`config.mk`:
```
export PLATFORM = sky130hd
export DESIGN_NAME = pause_fade_ctrl_flat
export DESIGN_NICKNAME = d
export VERILOG_FILES = /design/src/rtl/pause_fade_ctrl_if.sv /design/src/rtl/pause_fade_ctrl.sv /design/src/flat_wrapper.sv
export SDC_FILE = /design/constraint.sdc
export NUM_CORES = 1
export LEC_CHECK = 0
export CAP_MARGIN = 10
export CORE_ASPECT_RATIO = 0.5
export CORE_MARGIN = 3
export CORE_UTILIZATION = 35
export DETAILED_ROUTE_END_ITERATION = 10
export SLEW_MARGIN = 20
export SYNTH_ARGS = -nofsm -noshare
export SYNTH_HDL_FRONTEND = slang
export SYNTH_SLANG_ARGS = --single-unit
```
`constraint.sdc`:
```
create_clock -name clk_sys -period 3 [get_ports clk_sys]
set_input_delay 0.75 -clock clk_sys [delete_from_list [all_inputs] [get_ports clk_sys]]
set_output_delay 0.75 -clock clk_sys [all_outputs]
set_load 0.01 [all_outputs]
```
`src/rtl/pause_fade_ctrl_if.sv`:
```
// Signal bundle between the user/OSD/core side and the pause/dim controller.
// master drives the user inputs and core video; slave is the controller.
interface pause_fade_ctrl_if #(
    parameter int unsigned RW   = 3,
    parameter int unsigned GW   = 3,
    parameter int unsigned BW   = 2,
    parameter int unsigned NREQ = 2
);
    logic                  user_button;
    logic [NREQ-1:0]       pause_request;
    logic                  osd_status;
    logic [1:0]            options;
    logic [RW-1:0]         r;
    logic [GW-1:0]         g;
    logic [BW-1:0]         b;
    logic                  pause_cpu;
    logic                  user_paused;
    logic [2:0]            dim_level;
    logic [RW+GW+BW-1:0]   rgb_out;

    modport master (
        output user_button, pause_request, osd_status, options, r, g, b,
        input  pause_cpu, user_paused, dim_level, rgb_out
    );

    modport slave (
        input  user_button, pause_request, osd_status, options, r, g, b,
        output pause_cpu, user_paused, dim_level, rgb_out
    );
endinterface

```
`src/rtl/pause_fade_ctrl.sv`:
```
// Pause/dim controller: merges the user toggle, external pause requests and OSD state
// into one registered pause, and fades the video down while the user holds pause.
module pause_fade_ctrl #(
    parameter int unsigned RW        = 3,
    parameter int unsigned GW        = 3,
    parameter int unsigned BW        = 2,
    parameter int unsigned NREQ      = 2,
    parameter int unsigned DIM_DELAY = 480_000_000,
    parameter int unsigned FADE_STEP = 4_800_000,
    parameter int unsigned DIM_SHIFT = 2
) (
    input logic              clk_sys,
    input logic              reset_n,
    pause_fade_ctrl_if.slave bus
);

    localparam int unsigned CntMax = (DIM_DELAY > FADE_STEP) ? DIM_DELAY : FADE_STEP;
    localparam int unsigned CW     = $clog2(CntMax) + 1;
    localparam int unsigned OutW   = RW + GW + BW;

    localparam logic [CW-1:0] DelayLast = CW'(DIM_DELAY - 1);
    localparam logic [CW-1:0] FadeLast  = CW'(FADE_STEP - 1);
    localparam logic [2:0]    DimFinal  = 3'(DIM_SHIFT);

    typedef enum logic [1:0] {StRun, StWait, StFade, StDim} state_e;

    state_e          state_q;
    logic [CW-1:0]   cnt_q;
    logic [2:0]      dim_q;
    logic            user_paused_q;
    logic            btn_q;
    logic            pause_cpu_q;
    logic [OutW-1:0] rgb_q;

    logic            rise;
    logic [NREQ-1:0] req;
    logic [RW-1:0]   r_dim;
    logic [GW-1:0]   g_dim;
    logic [BW-1:0]   b_dim;

    assign rise  = bus.user_button & ~btn_q;
    assign req   = bus.pause_request;
    // Logical shift: an amount >= channel width naturally gives zero.
    assign r_dim = bus.r >> dim_q;
    assign g_dim = bus.g >> dim_q;
    assign b_dim = bus.b >> dim_q;

    // User toggle and dim FSM; priority is rise, then dim-enable drop, then terminal count.
    always_ff @(posedge clk_sys) begin
        if (!reset_n) begin
            state_q       <= StRun;
            cnt_q         <= '0;
            dim_q         <= '0;
            user_paused_q <= 1'b0;
        end else if (rise) begin
            user_paused_q <= ~user_paused_q;
            state_q       <= (state_q == StRun) ? StWait : StRun;
            cnt_q         <= '0;
            dim_q         <= '0;
        end else if (state_q != StRun && !bus.options[1]) begin
            // Dimming disabled while paused: park in WAIT with the counter held.
            state_q <= StWait;
            cnt_q   <= '0;
            dim_q   <= '0;
        end else begin
            unique case (state_q)
                StRun: begin
                    dim_q <= '0;
                end
                StWait: begin
                    if (cnt_q == DelayLast) begin
                        state_q <= (DimFinal == 3'd1) ? StDim : StFade;
                        cnt_q   <= '0;
                        dim_q   <= 3'd1;
                    end else begin
                        cnt_q <= cnt_q + CW'(1);
                    end
                end
                StFade: begin
                    if (cnt_q == FadeLast) begin
                        cnt_q <= '0;
                        dim_q <= dim_q + 3'd1;
                        if (dim_q + 3'd1 == DimFinal) begin
                            state_q <= StDim;
                        end
                    end else begin
                        cnt_q <= cnt_q + CW'(1);
                    end
                end
                StDim: begin
                    dim_q <= DimFinal;
                end
            endcase
        end
    end

    // Button history, merged pause and dimmed video, all registered.
    always_ff @(posedge clk_sys) begin
        if (!reset_n) begin
            btn_q       <= 1'b0;
            pause_cpu_q <= 1'b0;
            rgb_q       <= '0;
        end else begin
            btn_q       <= bus.user_button;
            pause_cpu_q <= user_paused_q | (|req) | (bus.options[0] & bus.osd_status);
            rgb_q       <= {r_dim, g_dim, b_dim};
        end
    end

    assign bus.pause_cpu   = pause_cpu_q;
    assign bus.user_paused = user_paused_q;
    assign bus.dim_level   = dim_q;
    assign bus.rgb_out     = rgb_q;

endmodule
```
`src/flat_wrapper.sv`:
```
// flat-port wrapper written by rule: the top's interface ports become plain ports
module pause_fade_ctrl_flat 
#(
    parameter int unsigned RW        = 3,
    parameter int unsigned GW        = 3,
    parameter int unsigned BW        = 2,
    parameter int unsigned NREQ      = 2,
    parameter int unsigned DIM_DELAY = 480_000_000,
    parameter int unsigned FADE_STEP = 4_800_000,
    parameter int unsigned DIM_SHIFT = 2
)
  (clk_sys, reset_n, bus_user_button, bus_pause_request, bus_osd_status, bus_options, bus_r, bus_g, bus_b, bus_pause_cpu, bus_user_paused, bus_dim_level, bus_rgb_out);
  pause_fade_ctrl_if #(.RW(RW), .GW(GW), .BW(BW), .NREQ(NREQ)) bus_i ();
  input logic clk_sys;
  input logic reset_n;
  input wire logic [$bits(bus_i.user_button)-1:0] bus_user_button;
  input wire logic [$bits(bus_i.pause_request)-1:0] bus_pause_request;
  input wire logic [$bits(bus_i.osd_status)-1:0] bus_osd_status;
  input wire logic [$bits(bus_i.options)-1:0] bus_options;
  input wire logic [$bits(bus_i.r)-1:0] bus_r;
  input wire logic [$bits(bus_i.g)-1:0] bus_g;
  input wire logic [$bits(bus_i.b)-1:0] bus_b;
  output wire logic [$bits(bus_i.pause_cpu)-1:0] bus_pause_cpu;
  output wire logic [$bits(bus_i.user_paused)-1:0] bus_user_paused;
  output wire logic [$bits(bus_i.dim_level)-1:0] bus_dim_level;
  output wire logic [$bits(bus_i.rgb_out)-1:0] bus_rgb_out;
  assign bus_i.user_button = bus_user_button;
  assign bus_i.pause_request = bus_pause_request;
  assign bus_i.osd_status = bus_osd_status;
  assign bus_i.options = bus_options;
  assign bus_i.r = bus_r;
  assign bus_i.g = bus_g;
  assign bus_i.b = bus_b;
  assign bus_pause_cpu = bus_i.pause_cpu;
  assign bus_user_paused = bus_i.user_paused;
  assign bus_dim_level = bus_i.dim_level;
  assign bus_rgb_out = bus_i.rgb_out;
  pause_fade_ctrl #(.RW(RW), .GW(GW), .BW(BW), .NREQ(NREQ), .DIM_DELAY(DIM_DELAY), .FADE_STEP(FADE_STEP), .DIM_SHIFT(DIM_SHIFT)) u_core (.clk_sys(clk_sys), .reset_n(reset_n), .bus(bus_i));
endmodule
```
==> summary.txt <==
STA
  – Slew @ Worst Pin: roughly 0.58 ns
  – Final hold violations: 0
  – Slew HR: between 60% and 70%
  – Skew final: roughly 0.0055 ns
  – Unrepaired setup endpoints after global routing: no
  – Final Max Slew Viols: 0
  – Worst Slack Setup Final: between 0.7 and 0.8 ns
  – Crit path time final: between 2 and 2.5 ns
  – Maximum clock rate: roughly 440 MHz
  – Final Cycle Share: 76.2%
  – WHS: around 0.52 ns
  – Setup TNS: 0 ns
  – Final setup viols: 0

Drt
  – Via count: between 1.5k and 2k
  – DRT Pass-1 Iters: 4
  – DRC violations left: 0
  – Drt total wl: around 4700 um
  – Wire per inst: 12.3 um
  – Via/cell ratio: roughly 5.0
  – Drt initial violations: between 100 and 150
  – Antenna Nets Post-Route: 0

Worst setup path
  – Data required time of the worst path: approximately 3.2 ns
  – Worst Setup Path Type: input pin to flop
  – Crit path max fanout: 30
  – CP Launch Type: input pin
  – Critical path endpoint category: flop
  – CP arrival: 2.45 ns

Final layout
  – Layout area overhead: 23.5%
  – Inserted Diodes: 0
  – Layout cells sized above 1: between 6 and 7%
  – Final Non-Filler Cells: around 380
  – Fin nets: about 320

Clocking
  – CTS sink count: between 40 and 50
  – Root Driver: clkbuf_16
  – CTS Buf Count: 5
  – Htree depth: 2
  – Clk_lat worst skew: about 0.28 ns
  – Clk pin slew, worst setup/hold paths: approximately 0.060 ns
  – Post CTS Setup Buffer Count: 0
  – Clk buf depth: 2
  – Hold_buf cts: 0
  – Post-CTS sizing: 0
  – CTS tree: done

Yosys
  – Cell count after synthesis: about 270
  – Ys flop type: dfxtp_1
  – EDFF count, synth: 0
  – Total number of yosys warnings: 0
  – Seq cells post-synth: 46
  – Synth top area share: between 40 and 50%
  – Post-synth cell types: 44
  – Syn Area/Cell: approximately 8.5 um2
  – Seq/Total Area, Yosys: between 40% and 50%
  – Mapped Area: roughly 2300 um2
  – FFs w/ async S/R, synth: 0%
  – Synth area leaders: dfxtp_1 41%, xnor2_1 11%, nor2_1 8.3%
  – Synth area leader: dfxtp_1
  – Post-synthesis net count: approximately 290

Power and ir drop
  – Clock network fraction of total power: 36.3%
  – Int Pwr: approximately 1.2 mW
  – Leak pwr: 0.911 nW
  – Worst VDD drop: ~280 uV
  – Switching Share: 27.9%
  – PwrDens: between 600 and 700 nW/um2
  – Sequential share of power: around two fifths
  – Sw power: about 0.48 mW
  – Total power: ~1.7 mW
  – Combinational Power Share: a little under a quarter

Global routing
  – First-pass GRT wire length: roughly 8000 um
  – GRT Residual Overflow: 0
  – Initial antenna violation count: 0
  – Total track usage: 13.3%
  – Number of global-route vias before repair: between 1.5k and 2k
  – Largest net degree at the start of global routing: 31

Die
  – Starting Density: 36.8%
  – Die X: 120 um
  – Die area: ~7500 um2
  – Cell Rows: 20
  – I/O pin total: 29
  – Core Box Area: between 6000 and 7000 um2
  – Chip Height: ~63 um

Place
  – Hpwl dp: 3400 um
  – Setup Slack @ Placement: about 0.42 ns
  – Final Wtd Congestion: 0.819
  – IO buf count: 28
  – Inst Count DP: between 300 and 400

Worst hold path
  – Min-delay worst type: flop to flop

Run
  – MaxCap Viol Count: 0

Outcome
  – Status: finished clean
worst max-delay path, stage by stage:
cell and delay [ns]:
clkdlybuf4s50_1 0.46, nor2b_1 0.39, or3_1 0.28, o21bai_1 0.14, buf_4 0.32, nor2_1 0.09
routing by layer:
metal / vias to the layer above / GRT usage (%) / routed length (um)
li1: 962 / - / -
met1: 890 / 17.9 / 2410
met2: 39 / 21.1 / 2030
met3: 5 / 2.98 / 194
met4: 0 / 4.28 / 50
met5: - / 0 / 0
path summary, 6_finish.rpt:
path                                   from                            end  slack, ns  cells after the start
max                         bus_user_button  u_core.cnt_q[13]$_SDFFE_PP0N_       0.71                      6
min           u_core.cnt_q[29]$_SDFFE_PP0N_  u_core.cnt_q[29]$_SDFFE_PP0N_       0.52                      2
max reg2reg  u_core.state_q[0]$_SDFFE_PN0P_  u_core.cnt_q[28]$_SDFFE_PP0N_       0.71                      7
min reg2reg   u_core.cnt_q[29]$_SDFFE_PP0N_  u_core.cnt_q[29]$_SDFFE_PP0N_       0.52                      2
cells in the final DEF (no fill, tap or decap), types with 2 or more instances in the layout:
master and n:
clkbuf_16 5, buf_4 2, nand4_1 4, clkinv_2 2
and4_1 3, nor2_1 50, nand2_1 12, and2_1 7
nor3_1 13, clkdlybuf4s50_1 28, nand3_1 12, a21oi_1 11
xnor2_1 28, dfxtp_1 46, nor2b_1 3, nor4_1 9
inv_1 12, or4b_1 2, nand2b_1 2, ha_1 7
mux2i_1 6, nand4b_1 2, xor2_1 3
area by class of cell:
| type | count | area [um2] |
|---|---|---|
| repair buffers | 30 | 295 |
| multi-input cells | 197 | 1260 |
| well taps | 88 | 110 |
| clock buffers | 5 | 125 |
| inverters | 12 | 45.0 |
| clock inverters | 3 | 40.0 |
| flip-flops and latches | 46 | 921 |
| fillers | 609 | 3360 |
metrics by stage:
step	util (%)	area, um2
after detailed placement	42.7	2630
after floorplan	-	2260
after CTS	45.4	2800
after global routing	45.4	2800
final	45.4	2800
after global placement	42.7	2630
state kept, by name, indices dropped and copies added, names as in the netlist:
name and count:
u_core.btn_q 1, u_core.bus.dim_level 3, u_core.bus.pause_cpu 1, u_core.bus.rgb_out 8, u_core.bus.user_paused 1, u_core.cnt_q 30
u_core.state_q 2
cells by family (layout without fill, tap and decap cells):
group / after synthesis / count (layout) / synth area share, %
buf+inv: 22 / 50 / 3.70
xor+xnor: 31 / 31 / 12.0
flops: 46 / 46 / 40.7
mux: 6 / 6 / 2.65
fa+ha+maj: 7 / 7 / 3.87
compound gates: 22 / 22 / 6.19
simple gates: 131 / 131 / 30.9
power groups by stage:
| stage | clock network [mW] | registers (mW) | logic, mW |
|---|---|---|---|
| 2_1_floorplan | 0 | 0.706 | 0.266 |
| 3_3_place_gp | 0 | 0.711 | 0.380 |
| 3_5_place_dp | 0 | 0.714 | 0.386 |
| 4_1_cts | 0.638 | 0.700 | 0.388 |
| 5_1_grt | 0.663 | 0.707 | 0.427 |
| 6_report | 0.619 | 0.700 | 0.386 |
synth_stat cells (all sizes together) (2+ instances only):
master and count:
nand4 4, mux2i 6, nor4 11, nand2b 2
and4 4, nor3 13, and2 7, inv 12
or4b 4, clkbuf 9, nand2 12, ha 7
dfxtp 46, nor2 50, nand3 12, xnor2 28
a21oi 11, xor2 3, nor2b 3, nand4b 2
Power figures use the tool's default switching activity.
==> edit 1: new RTL, same flow settings <==
`DIM_DELAY` is set to 480_000_000 in 2 places; all go to 240_000_000.
--- a/src/rtl/pause_fade_ctrl.sv
+++ b/src/rtl/pause_fade_ctrl.sv
@@ -7,3 +7,3 @@
     parameter int unsigned NREQ      = 2,
-    parameter int unsigned DIM_DELAY = 480_000_000,
+    parameter int unsigned DIM_DELAY = 240_000_000,
     parameter int unsigned FADE_STEP = 4_800_000,
--- a/src/flat_wrapper.sv
+++ b/src/flat_wrapper.sv
@@ -7,3 +7,3 @@
     parameter int unsigned NREQ      = 2,
-    parameter int unsigned DIM_DELAY = 480_000_000,
+    parameter int unsigned DIM_DELAY = 240_000_000,
     parameter int unsigned FADE_STEP = 4_800_000,
Function: same outputs for any inputs over 10 cycles, from zero or initial values and one cycle with reset_n low; that may be too few to reach the edited logic, so the function may still have changed.
==> edit 1 against the unedited design <==
Wire length rose by 2.5%; critical path type is now flop to flop; setup slack got worse by 0.33 ns; critical path depth rose by 1; synthesized area fell by 1.7%; clock skew rose by 0.00093 ns; synthesized cell count fell by 1.5%; sequential cell count fell by 1; final area fell by 2.2%; count of clock-buffer cells in the layout did not move; global-route usage fell by 0.084 points; total power fell by 5.7%.
==> edit 1: results <==
{
  "fill_cells": 568,
  "clockNetworkAreaShare_pct": 5.22,
  "grt_max_degree": 30,
  "multi_input_cells": 194,
  "worstSetupPathType": "flop to flop",
  "slew-limit-headroom_pct": 57.1,
  "synth_seq_area_share_pct": 40.5,
  "whs_ns": 0.513,
  "r2r_setup_slack_ns": 0.38,
  "dp_hpwl_mm": 3.48,
  "clock_skew_ns": 0.00638,
  "outcome": "complete, no violations",
  "n_all_inverters": 10,
  "fmax_mhz": 382,
  "multi_input_area_mm2": 0.00124,
  "syn_nets": 284,
  "ff_latch_area_um2": 901,
  "grt_pass1_vias": 1780,
  "peakVddDrop_mv": 0.266,
  "drt-initial-drc-count": 108,
  "startpoint": "u_core.state_q[1]",
  "syn_to_final_growth_pct": 22.8,
  "nonClkBufAreaFrac_pct": 11.1,
  "dp_cells": 364,
  "viasPerCell": 5.04,
  "drt_wl_total_mm": 4.80,
  "crit_family": "simple AND/OR/NAND/NOR gates",
  "wire_per_inst_um": 12.9,
  "rows": 19,
  "critPathMaxStageDelay_ns": 0.64,
  "drive_gt1_share_pct": 6.25,
  "grtUsageTotal_pct": 13.2,
  "arrival_ns": 2.78,
  "placed_area_mm2": 0.00259,
  "crit_path_max_fanout": 9
}
==> edit 1: changes by cell type after synthesis, sizes merged, moves of 6 or more <==
| cell | delta |
|---|---|
| xnor2 | -9 |
| nand4 | +7 |
| nor2 | -6 |
| nor3 | -6 |
| xor2 | +6 |
==> edit 1: where the power goes <==
group	total, W	internal, W	leakage [nW]	switching [W]
clock network	0.000530	0.000305	0.0696	0.000225
logic	0.000387	0.000188	0.461	0.000199
registers	0.000688	0.000639	0.366	0.0000488
==> edit 1: kinds of logic after synthesis <==
kind of cell	Yosys count	synth area share, %
simple gates	127	29.7
flops	45	40.5
xor+xnor	28	11.0
compound gates	26	8.21
buf+inv	22	3.94
fa+ha+maj	7	3.94
mux	6	2.70
==> edit 1: metal layers <==
layer	vias to the layer above	GRT usage, %	wire length [µm]
met2	32	22.3	2210
li1	971	-	-
met4	0	3.90	51
met5	-	0	0
met3	4	2.80	184
met1	868	17.0	2350
==> edit 2: new RTL, same flow settings <==
Made on the original files. The 4 states of `state_e` get a one-hot encoding in 4 bits.
--- a/src/rtl/pause_fade_ctrl.sv
+++ b/src/rtl/pause_fade_ctrl.sv
@@ -24,3 +24,3 @@
 
-    typedef enum logic [1:0] {StRun, StWait, StFade, StDim} state_e;
+    typedef enum logic [3:0] {StRun = 4'b0001, StWait = 4'b0010, StFade = 4'b0100, StDim = 4'b1000} state_e;
 
Formal check against the unedited RTL: no difference found for any inputs over 10 cycles, from zero or initial values and one cycle with reset_n low; not proved beyond that.
==> edit 2 against the unedited design <==
Synthesized area grew 4.5%; wire length grew 8.3%; cell count grew 1.0%; final area grew 5.1%; non-clock buffer count grew 1; global-route usage grew 0.29 points; sequential cell count grew 2; maximum frequency shrank 5.1%; via count grew 6.0%; setup slack lost 0.12 ns.
Power is not compared: it rests on default switching activity, and its combinational part moved more than twofold at a synthesized area within 25%.
==> edit 2: results <==
{
  "cts.htree.levels": 2,
  "layout.nets": 315,
  "drt_wl_total_mm": 5.07,
  "r2r-end": "u_core.cnt_q[21]",
  "syn_nets": 290,
  "swShare_pct": 19.0,
  "largest_register_ffs": 30,
  "dp_hpwl_mm": 3.58,
  "r2r.worst_path.cells": 7,
  "worstHoldEndpoint": "u_core.cnt_q[29]",
  "cts_root_buffer": "clkbuf_16",
  "grt_pass1_wl_mm": 8.70,
  "leakage_nw": 0.932,
  "cts_setup_buffers": 0,
  "async_flop_share_pct": 0,
  "gp_congestion": 0.779,
  "placed_area_mm2": 0.00272,
  "outcome": "complete, no violations",
  "arrival_ns": 2.57,
  "fin_util_pct": 46.6,
  "critPathMaxStageDelay_ns": 0.60,
  "slew-limit-headroom_pct": 58.1,
  "cts.path.max_buffers": 2,
  "syn_area_per_cell_um2": 8.73,
  "synth_seq_area_share_pct": 40.6,
  "grtUsageTotal_pct": 13.6,
  "top_register": "u_core.cnt_q",
  "diodes": 0,
  "cts.clk_slew.worst_paths_ns": 0.07,
  "worstHoldPathCells": 2,
  "whs_ns": 0.499,
  "ys_top_cells_by_area": "dfxtp_1, xnor2_1, nor2_1",
  "startpoint": "u_core.cnt_q[0]",
  "io_buffer_count": 28,
  "antenna_found_initial": 0,
  "end_kind": "flop",
  "drive_gt1_share_pct": 7.74,
  "finalCriticalPeriod_ns": 2.41,
  "firstDrtPassIters": 4,
  "yosys_warnings": 0,
  "r2r_setup_slack_ns": 0.59,
  "cp_slowest_cell": "or4b_2",
  "clock_skew_ns": 0.00637,
  "powerClk_w": 0.000800,
  "crit_path_max_fanout": 30,
  "grt_pass1_vias": 1856,
  "numCtsBuffers": 5,
  "powerComb_w": 0.000104,
  "synth_top_cells_by_count": "dfxtp_1, nor2_1, xnor2_1",
  "clock_latency_ns": 0.29,
  "layout.cells.non_filler": 385,
  "hold_start": "u_core.cnt_q[29]",
  "ys_types": 49,
  "cts_resized": 0,
  "dp_cells": 377,
  "grt_max_degree": 31,
  "viasPerCell": 5.22,
  "fill_cells": 581,
  "drt-initial-drc-count": 182
}
==> edit 2: cell types whose count changed in the layout (fill, tap and decap cells not counted), sizes merged, moves of 3 or more <==
| cell | before | now |
|---|---|---|
| nor2 | 50 | 43 |
| nor3 | 13 | 8 |
| and3 | 1 | 4 |
| o21ai | 1 | 4 |
| a21oi | 11 | 6 |
| o211ai | 0 | 3 |
| or4b | 4 | 1 |
| nand4 | 4 | 9 |
| inv | 12 | 8 |
| ha | 7 | 3 |
| nor4 | 11 | 17 |
==> edit 2: logic make-up (layout without fill, tap and decap cells) <==
| logic type | Yosys count | in the layout | share of synthesized area [%] |
|---|---|---|---|
| fa+ha+maj | 3 | 3 | 1.59 |
| buf+inv | 21 | 47 | 3.86 |
| xor+xnor | 31 | 31 | 11.5 |
| compound gates | 25 | 25 | 7.19 |
| mux | 8 | 8 | 3.38 |
| simple gates | 135 | 135 | 31.9 |
| flops | 48 | 48 | 40.6 |
==> edit 2: cell type report <==
cell class,instances,area share (%)
Sequential cell,48,32.7
Inverter,8,1.02
Clock inverter,3,3.07
Timing Repair Buffer,31,10.3
Clock buffer,5,4.26
Tap cell,88,3.75
Multi-Input combinational cell,202,44.9
==> edit 2: metal layers <==
| metal | vias to the layer above | track usage, % | routed length (µm) |
|---|---|---|---|
| met5 | - | 0 | 0 |
| met4 | 0 | 3.77 | 40 |
| met3 | 4 | 2.48 | 255 |
| met2 | 48 | 22.4 | 2330 |
| met1 | 949 | 18.3 | 2440 |
| li1 | 1009 | - | - |
==> edit 2: worst max-delay path: cells and delay by family (launching register included) <==
kind	cells	cell delay, ns
and+or+nand+nor	4	1.20
DFF	1	0.39
buffers and inverters	1	0.32
adders and majority gates	1	0.18
AOI/OAI and AO/OA	1	0.17
